### src/rtl/serial_adder.sv
// ---------------------------------------------------------------------------
// serial_adder
//   Bit-serial adder. A Start seen in IDLE captures A and B. The operands are
//   then added one bit per clock, LSB first, through a single full adder. The
//   sum register is loaded once, when the last bit has been added, so it never
//   shows a partial result.
//
// Ports
//   clk    in   1      single clock, rising edge
//   rst    in   1      synchronous active-high reset
//   Start  in   1      add request, sampled only in IDLE
//   A, B   in   WIDTH  addends, captured on the accepted Start edge
//   Busy   out  1      high during the WIDTH addition cycles (RUN)
//   Done   out  1      one-cycle pulse while Sum/Carry first hold a new result
//   Sum    out  WIDTH  registered (A+B) mod 2^WIDTH
//   Carry  out  1      registered carry out of bit WIDTH-1
// ---------------------------------------------------------------------------
module serial_adder #(
  parameter int WIDTH = 8
) (
  input  logic             clk,
  input  logic             rst,
  input  logic             Start,
  input  logic [WIDTH-1:0] A,
  input  logic [WIDTH-1:0] B,
  output logic             Busy,
  output logic             Done,
  output logic [WIDTH-1:0] Sum,
  output logic             Carry
);

  localparam int CW = (WIDTH > 1) ? $clog2(WIDTH) : 1;
  localparam logic [CW-1:0] CNT_ONE  = CW'(1);
  localparam logic [CW-1:0] CNT_LAST = CW'(WIDTH - 1);

  typedef enum logic [1:0] {
    IDLE = 2'd0,
    RUN  = 2'd1,
    DONE = 2'd2
  } state_t;

  state_t           state_q,    state_d;
  logic [WIDTH-1:0] opA_q,      opA_d;
  logic [WIDTH-1:0] opB_q,      opB_d;
  logic [WIDTH-1:0] result_q,   result_d;
  logic             carryInt_q, carryInt_d;
  logic [CW-1:0]    count_q,    count_d;
  logic [WIDTH-1:0] sum_q,      sum_d;
  logic             carryOut_q, carryOut_d;
  logic             busy_q,     busy_d;
  logic             done_q,     done_d;

  logic sumBit;
  logic carryNext;

  // One full-adder slice working on the current operand LSBs.
  assign sumBit    = opA_q[0] ^ opB_q[0] ^ carryInt_q;
  assign carryNext = (opA_q[0] & opB_q[0]) | (opA_q[0] & carryInt_q) |
                     (opB_q[0] & carryInt_q);

  // Next-state logic. Sum bits enter the result register at the MSB and
  // move down, so after WIDTH shifts the first computed bit sits at bit 0.
  // The final shift value is loaded directly into the output register on
  // the RUN->DONE edge, which is why sum_d uses the shifted value rather
  // than result_q.
  always_comb begin
    state_d    = state_q;
    opA_d      = opA_q;
    opB_d      = opB_q;
    result_d   = result_q;
    carryInt_d = carryInt_q;
    count_d    = count_q;
    sum_d      = sum_q;
    carryOut_d = carryOut_q;

    case (state_q)
      IDLE: begin
        if (Start) begin
          opA_d      = A;
          opB_d      = B;
          result_d   = '0;
          carryInt_d = 1'b0;
          count_d    = '0;
          state_d    = RUN;
        end
      end
      RUN: begin
        opA_d      = opA_q >> 1;
        opB_d      = opB_q >> 1;
        carryInt_d = carryNext;
        result_d   = {sumBit, result_q[WIDTH-1:1]};
        count_d    = count_q + CNT_ONE;
        if (count_q == CNT_LAST) begin
          count_d    = '0;
          sum_d      = {sumBit, result_q[WIDTH-1:1]};
          carryOut_d = carryNext;
          state_d    = DONE;
        end
      end
      DONE: begin
        state_d = IDLE;
      end
      default: begin
        state_d = IDLE;
      end
    endcase

    // Status flags are registered from the next state so they line up
    // exactly with the state they describe.
    busy_d = (state_d == RUN);
    done_d = (state_d == DONE);
  end

  // State register; reset wins over everything, including a pending Start.
  always_ff @(posedge clk) begin
    if (rst) begin
      state_q    <= IDLE;
      opA_q      <= '0;
      opB_q      <= '0;
      result_q   <= '0;
      carryInt_q <= 1'b0;
      count_q    <= '0;
      sum_q      <= '0;
      carryOut_q <= 1'b0;
      busy_q     <= 1'b0;
      done_q     <= 1'b0;
    end else begin
      state_q    <= state_d;
      opA_q      <= opA_d;
      opB_q      <= opB_d;
      result_q   <= result_d;
      carryInt_q <= carryInt_d;
      count_q    <= count_d;
      sum_q      <= sum_d;
      carryOut_q <= carryOut_d;
      busy_q     <= busy_d;
      done_q     <= done_d;
    end
  end

  assign Busy  = busy_q;
  assign Done  = done_q;
  assign Sum   = sum_q;
  assign Carry = carryOut_q;

endmodule

### config.mk
export PLATFORM = sky130hd
export DESIGN_NAME = serial_adder
export DESIGN_NICKNAME = d
export VERILOG_FILES = /design/src/rtl/serial_adder.sv
export SDC_FILE = /design/constraint.sdc
export NUM_CORES = 1
export LEC_CHECK = 0
export BUFFER_PORTS_ARGS = -buffer_cell sky130_fd_sc_hd__buf_2
export CAP_MARGIN = 20
export CELL_PAD_IN_SITES_DETAIL_PLACEMENT = 0
export CELL_PAD_IN_SITES_GLOBAL_PLACEMENT = 1
export CORE_UTILIZATION = 25
export CTS_BUF_LIST = sky130_fd_sc_hd__clkbuf_8
export DETAILED_ROUTE_END_ITERATION = 8
export PLACE_DENSITY_LB_ADDON = 0.1
export SLEW_MARGIN = 20
export SYNTH_ARGS = -nofsm -noshare
export SYNTH_HDL_FRONTEND = slang
export SYNTH_SLANG_ARGS = --single-unit
### constraint.sdc
create_clock -name clk -period 1.67 [get_ports clk]
set_input_delay 0.334 -clock clk [delete_from_list [all_inputs] [get_ports clk]]
set_output_delay 0.334 -clock clk [all_outputs]
set_load 0.01 [all_outputs]
==> results of run 1 <==
==> layout make-up <==
class | count | area, um2 | area share
clock buffers | 5 | 68.82 | 0.03492
clock inverters | 2 | 8.758 | 0.004444
inverters | 4 | 15.01 | 0.007619
multi-input cells | 112 | 778.2 | 0.3949
flip-flops and latches | 40 | 800.8 | 0.4063
well taps | 77 | 96.34 | 0.04889
repair buffers | 35 | 202.7 | 0.1029
==> synth_stat cells, types with 3 or more instances <==
cell | n | area share
inv_1 | 4 | 0.0089
buf_6 | 3 | 0.020
a21oi_1 | 8 | 0.024
clkbuf_1 | 3 | 0.0066
a211oi_2 | 12 | 0.089
buf_4 | 4 | 0.018
a22oi_1 | 9 | 0.040
nor3_1 | 4 | 0.012
dfxtp_1 | 40 | 0.47
mux2i_1 | 13 | 0.077
nor2_1 | 30 | 0.066
nand2_1 | 15 | 0.033
==> worst paths after layout <==
kind | start | end | slack [ns] | cells after the start
setup / recovery | count_q[0] | Carry | 0.13 | 5
hold reg to reg | Sum[0] | Sum[0] | 0.45 | 2
hold / removal | B[7] | opB_q[7] | 0.28 | 3
setup reg to reg | count_q[0] | Carry | 0.13 | 5
==> kinds of logic (layout without fill, tap and decap cells) <==
kind of cell | count (synthesis) | after routing
buf+inv | 17 | 46
simple gates | 60 | 60
mux | 13 | 13
flops | 40 | 40
fa+ha+maj | 3 | 3
compound gates | 36 | 36
==> sequential cells by signal, indices dropped and copies added, names as in the netlist <==
name and count:
Sum 8, opA_q 8, opB_q 8, result_q 7
count_q 3, state_q 2, Busy 1, Carry 1
Done 1, carryInt_q 1
==> power by group <==
group / internal, mW / switching (mW) / leakage, nW
clock network: 0.278 / 0.320 / 0.0452
registers: 0.994 / 0.0250 / 0.327
logic: 0.0990 / 0.115 / 0.420
total: 1.37 / 0.459 / 0.793
==> critical path, cell delays in order, from the launching register on <==
cell      delay, ns
dfxtp_1        0.36
ha_1           0.16
ha_1           0.20
and3b_1        0.45
nor2_1         0.10
a211oi_2       0.19
==> layer usage <==
layer  vias up  GRT usage  routed length [um]
met5         -          0                   0
met4         0    0.04232                  59
met3         5    0.04130                 176
met2        22     0.1550                1506
met1       585     0.1393                1769
li1        642          -                   -
==> layout by cell type, fill, tap and decap left out, types with 4 or more instances in the layout <==
master,count
inv_1,5
buf_2,29
a211oi_2,12
nor3_1,4
buf_4,5
clkbuf_8,5
dfxtp_1,40
nand2_1,15
a22oi_1,9
a21oi_1,8
nor2_1,30
mux2i_1,13
==> through the flow <==
stage	cells	utilization	power, mW
CTS	275	0.3045	1.877
global placement	268	0.2925	1.254
finish	275	0.3051	1.831
floorplan	169	-	1.204
detailed placement	268	0.2925	1.259
global route	275	0.3051	1.950
==> flow_summary.json, run 1 <==
{
  "gr-total-overflow": 0,
  "ys_seq_elements": 40,
  "synth_area_um2": 1694,
  "ant_nets": 0,
  "cts_tree": "done",
  "gp_congestion": 0.6867,
  "synth_compound_area_frac": 0.1869,
  "cts_resized": 0,
  "finalWirelength_um": 3512,
  "ys.flop_type": "dfxtp_1",
  "synth_async_sr_flop_share": 0,
  "io_buffers": 29,
  "clock_sinks": 40,
  "grt_pass1_vias": 1244,
  "syn_nets": 191,
  "rows": 29,
  "tns_ns": 0,
  "synth_edf_count": 0,
  "antennaDiodeCount": 0,
  "crit_type": "flop to flop",
  "drive_gt1_frac": 0.2879,
  "dp_slack_ns": 0.02388,
  "maxCapViolCount": 0,
  "grtUsageTotal": 0.1059,
  "synth_top_family_by_area": "compound AO/OA/AOI/OAI gates",
  "arrival_ns": 1.75,
  "fmax_mhz": 651.4,
  "finalHoldViolations": 0,
  "clkSlewWorstSetupHoldPaths_ns": 0.07,
  "crit_path_end_kind": "flop",
  "stdcell_area_um2": 1971,
  "setup_viol": 0,
  "hold_slack_ns": 0.2844,
  "synthSimpleGateAreaFrac": 0.1669,
  "max_slew_margin": 0.5945,
  "fillers": 693,
  "dr_total_vias": 1254,
  "cts_buffers": 5,
  "die_h_um": 84.32,
  "peakVddDrop_mv": 0.2480,
  "grt_start_max_net_pins": 41,
  "cts_setup_buffers": 0,
  "placedInstanceArea_um2": 1889,
  "period_needed_ns": 1.535,
  "drt-initial-drc-count": 39,
  "finalMaxSlewViolations": 0,
  "ys_types": 30,
  "cts_hold_buf": 0,
  "clock_skew_ns": 0.001943,
  "finalCritPeriodShare": 0.9192,
  "status": "complete, but fails checks",
  "syn_to_final_growth_pct": 16.32,
  "wl_per_cell_um": 12.77,
  "rsz0062_at_grt": "false",
  "hold_path.class": "input port to flop",
  "avgSynthCellArea_um2": 10.02,
  "setup_ws_ns": 0.1349,
  "synthCells": 169,
  "grt_pass1_wl_um": 5830,
  "drcViolationCount": 6,
  "io_pins": 30,
  "startpoint_type": "flop",
  "antenna_found_initial": 0,
  "synthAdderAreaFrac": 0.02659,
  "start_util": 0.2623,
  "p_per_area_nw_per_um2": 929.1,
  "htree_levels": 2,
  "tightest_slew_ns": 0.6070,
  "drt-pass1-iter-count": 6,
  "clk_latency_ns": 0.29,
  "dieWidth_um": 84.32,
  "yosysSeqAreaShare": 0.4727,
  "synth_mux_area_frac": 0.07681,
  "viasPerCell": 4.560,
  "cts_buffer_depth": 2,
  "dieArea_um2": 7110,
  "core_area_um2": 6459,
  "critPathMaxFanout": 11,
  "required_ns": 1.89,
  "dp_hpwl_um": 2415,
  "synth_warnings": 0,
  "violations": "DRC",
  "p_leak_nw": 0.7926,
  "final_nets": 220,
  "clockRootBuffer": "clkbuf_8",
  "yosys.area_share.xor_xnor": 0
}
Note: power is estimated with default switching activity, not from simulation.
==> inputs of run 2 (changes only) <==
--- a/config.mk
+++ b/config.mk
@@ -9,8 +9,10 @@
 export CAP_MARGIN = 20
 export CELL_PAD_IN_SITES_DETAIL_PLACEMENT = 0
 export CELL_PAD_IN_SITES_GLOBAL_PLACEMENT = 1
+export CORE_ASPECT_RATIO = 1.1
 export CORE_UTILIZATION = 25
 export CTS_BUF_LIST = sky130_fd_sc_hd__clkbuf_8
+export CTS_CLUSTER_DIAMETER = 100
 export DETAILED_ROUTE_END_ITERATION = 8
 export PLACE_DENSITY_LB_ADDON = 0.1
 export SLEW_MARGIN = 20
==> constraint.sdc (replaced) <==
create_clock -name clk -period 1.67 [get_ports clk]
set_input_delay 0.334 -clock clk [delete_from_list [all_inputs] [get_ports clk]]
set_output_delay 0.334 -clock clk [all_outputs]
set_load 0.005 [all_outputs]
==> flow_summary.json, run 2 (synthesis results as in run 1) <==
{
  "peakVddDrop_mv": 0.2844,
  "clock_skew_ns": 0.005733,
  "worst_path_max_delay_cell": "dfxtp_1",
  "worstReg2RegStart": "state_q[0]",
  "io_pins": 30,
  "grt_pass1_vias": 1230,
  "hold_slack_ns": 0.2876,
  "clkPwrFrac": 0.358,
  "required_ns": 1.88,
  "final_nets": 219,
  "dieWidth_um": 80.49,
  "cts_hold_buf": 0,
  "crit_path_end_kind": "flop",
  "clkSlewWorstSetupHoldPaths_ns": 0.08,
  "p_switching_mw": 0.4591,
  "power_frac_comb": 0.112,
  "p_per_area_nw_per_um2": 960.6,
  "htree_levels": 2,
  "hold_path.class": "input port to flop",
  "antennaDiodeCount": 0,
  "gp_congestion": 0.6825,
  "r2r_cells": 5,
  "gr-total-overflow": 0,
  "path_cells": "buf_4 > o21ba_1 > buf_12 > nor2_1 > a211oi_2",
  "holdPathEnd": "opB_q[7]",
  "crit_type": "flop to flop",
  "fmax_mhz": 675.9,
  "dr_wl_met3_um": 143,
  "period_needed_ns": 1.479,
  "viasPerCell": 4.419,
  "layout_common_cells": "dfxtp_1 (40), nor2_1 (30), buf_2 (29)",
  "die_h_um": 88.34,
  "cpPeakStageDelay_ns": 0.49,
  "finalMaxSlewViolations": 0,
  "worstHoldStart": "B[7]",
  "power_mw": 1.923,
  "dr_total_vias": 1233,
  "cts_buffer_depth": 2,
  "internal_power_mw": 1.464,
  "tightest_slew_ns": 0.5862,
  "p_seq_frac": 0.530,
  "dp_slack_ns": 0.01850,
  "r2r_setup_slack_ns": 0.19,
  "cts_tree": "done",
  "status": "finished, final reports clean",
  "wl_met2_um": 1570,
  "arrival_ns": 1.69,
  "min_path_cells": 3,
  "antenna_found_initial": 0,
  "io_buffers": 29,
  "p_leak_nw": 0.7977,
  "drcViolationCount": 0,
  "ant_nets": 0,
  "finalCritPeriodShare": 0.8859,
  "clock_sinks": 40,
  "tns_ns": 0,
  "wl_per_cell_um": 12.35,
  "max_slew_margin": 0.6084,
  "dr.max_layer_used": "met4",
  "drt-initial-drc-count": 45,
  "finalWirelength_um": 3446,
  "final_common_cell": "dfxtp_1",
  "regArea_um2": 800.8,
  "clockRootBuffer": "clkbuf_8",
  "rows": 31,
  "multi_input_area_um2": 779.5,
  "setup_ws_ns": 0.1906,
  "finalHoldViolations": 0,
  "maxCapViolCount": 0,
  "r2r_end": "opB_q[0]",
  "critPathMaxFanout": 26,
  "cts_setup_buffers": 0,
  "drt-met1-wl_um": 1652,
  "dp_hpwl_um": 2284,
  "fillers": 715,
  "grt_start_max_net_pins": 41,
  "core_area_um2": 6555,
  "drive_gt1_frac": 0.2944,
  "syn_to_final_growth_pct": 18.17,
  "rsz0062_at_grt": "false",
  "cts_buffers": 5,
  "setup_viol": 0,
  "drt-pass1-iter-count": 4,
  "dieArea_um2": 7110,
  "grtUsageTotal": 0.1073,
  "clk_latency_ns": 0.29,
  "sw_frac_of_total": 0.2387,
  "start_util": 0.2584,
  "grt_pass1_wl_um": 5671,
  "startpoint_type": "flop"
}
==> run 2: how the worst max path moves through the flow <==
stage / start / endpoint / depth (start not counted)
6_report: state_q[0] / opB_q[0] / 5
2_1_floorplan: count_q[0] / Sum[7] / 6
4_1_cts: state_q[0] / result_q[4] / 3
5_1_grt: state_q[0] / opB_q[6] / 5
3_5_place_dp: Start / result_q[4] / 4
3_3_place_gp: Start / result_q[5] / 4
==> run 2: power groups by stage <==
| stage | sequential, mW | combinational, mW | clock, mW |
|---|---|---|---|
| floorplan | 1.03 | 0.170 | 0 |
| global placement | 1.04 | 0.217 | 0 |
| detailed placement | 1.04 | 0.219 | 0 |
| CTS | 1.02 | 0.221 | 0.729 |
| global route | 1.02 | 0.241 | 0.755 |
| finish | 1.02 | 0.215 | 0.689 |
==> run 2: layer usage <==
| layer | up-vias | global-route usage |
|---|---|---|
| met5 | - | 0 |
| met4 | 0 | 0.06331 |
| met3 | 8 | 0.02680 |
| met2 | 22 | 0.1749 |
| met1 | 562 | 0.1278 |
| li1 | 641 | - |
==> run 2: worst max-delay path, delay by kind of cell, from the launching register on <==
| family | cells | cell delay, ns |
|---|---|---|
| AO/OA/AOI/OAI | 2 | 0.37 |
| AND/OR/NAND/NOR | 1 | 0.06 |
| flip-flops | 1 | 0.49 |
| buffers and inverters | 2 | 0.47 |
==> run 2: what timing repair did <==
item                                    CTS  global route
hold endpoints to repair                  0             0
endpoints found under the setup margin    0            13
resized for setup                         0             2
==> run 2: per-stage QoR <==
stage	util	cell area, um2	cells
after global routing	0.3054	2002	279
after CTS	0.3046	1997	279
final	0.3054	2002	279
after detailed placement	0.2899	1901	272
after global placement	0.2899	1901	272
after floorplan	-	1694	169
==> run 2: layout make-up <==
class | count | share of cell area
Sequential cell | 40 | 0.4000
Multi-Input combinational cell | 112 | 0.3894
Timing Repair Buffer | 34 | 0.1037
Tap cell | 82 | 0.05125
Clock buffer | 7 | 0.04812
Inverter | 4 | 0.007500
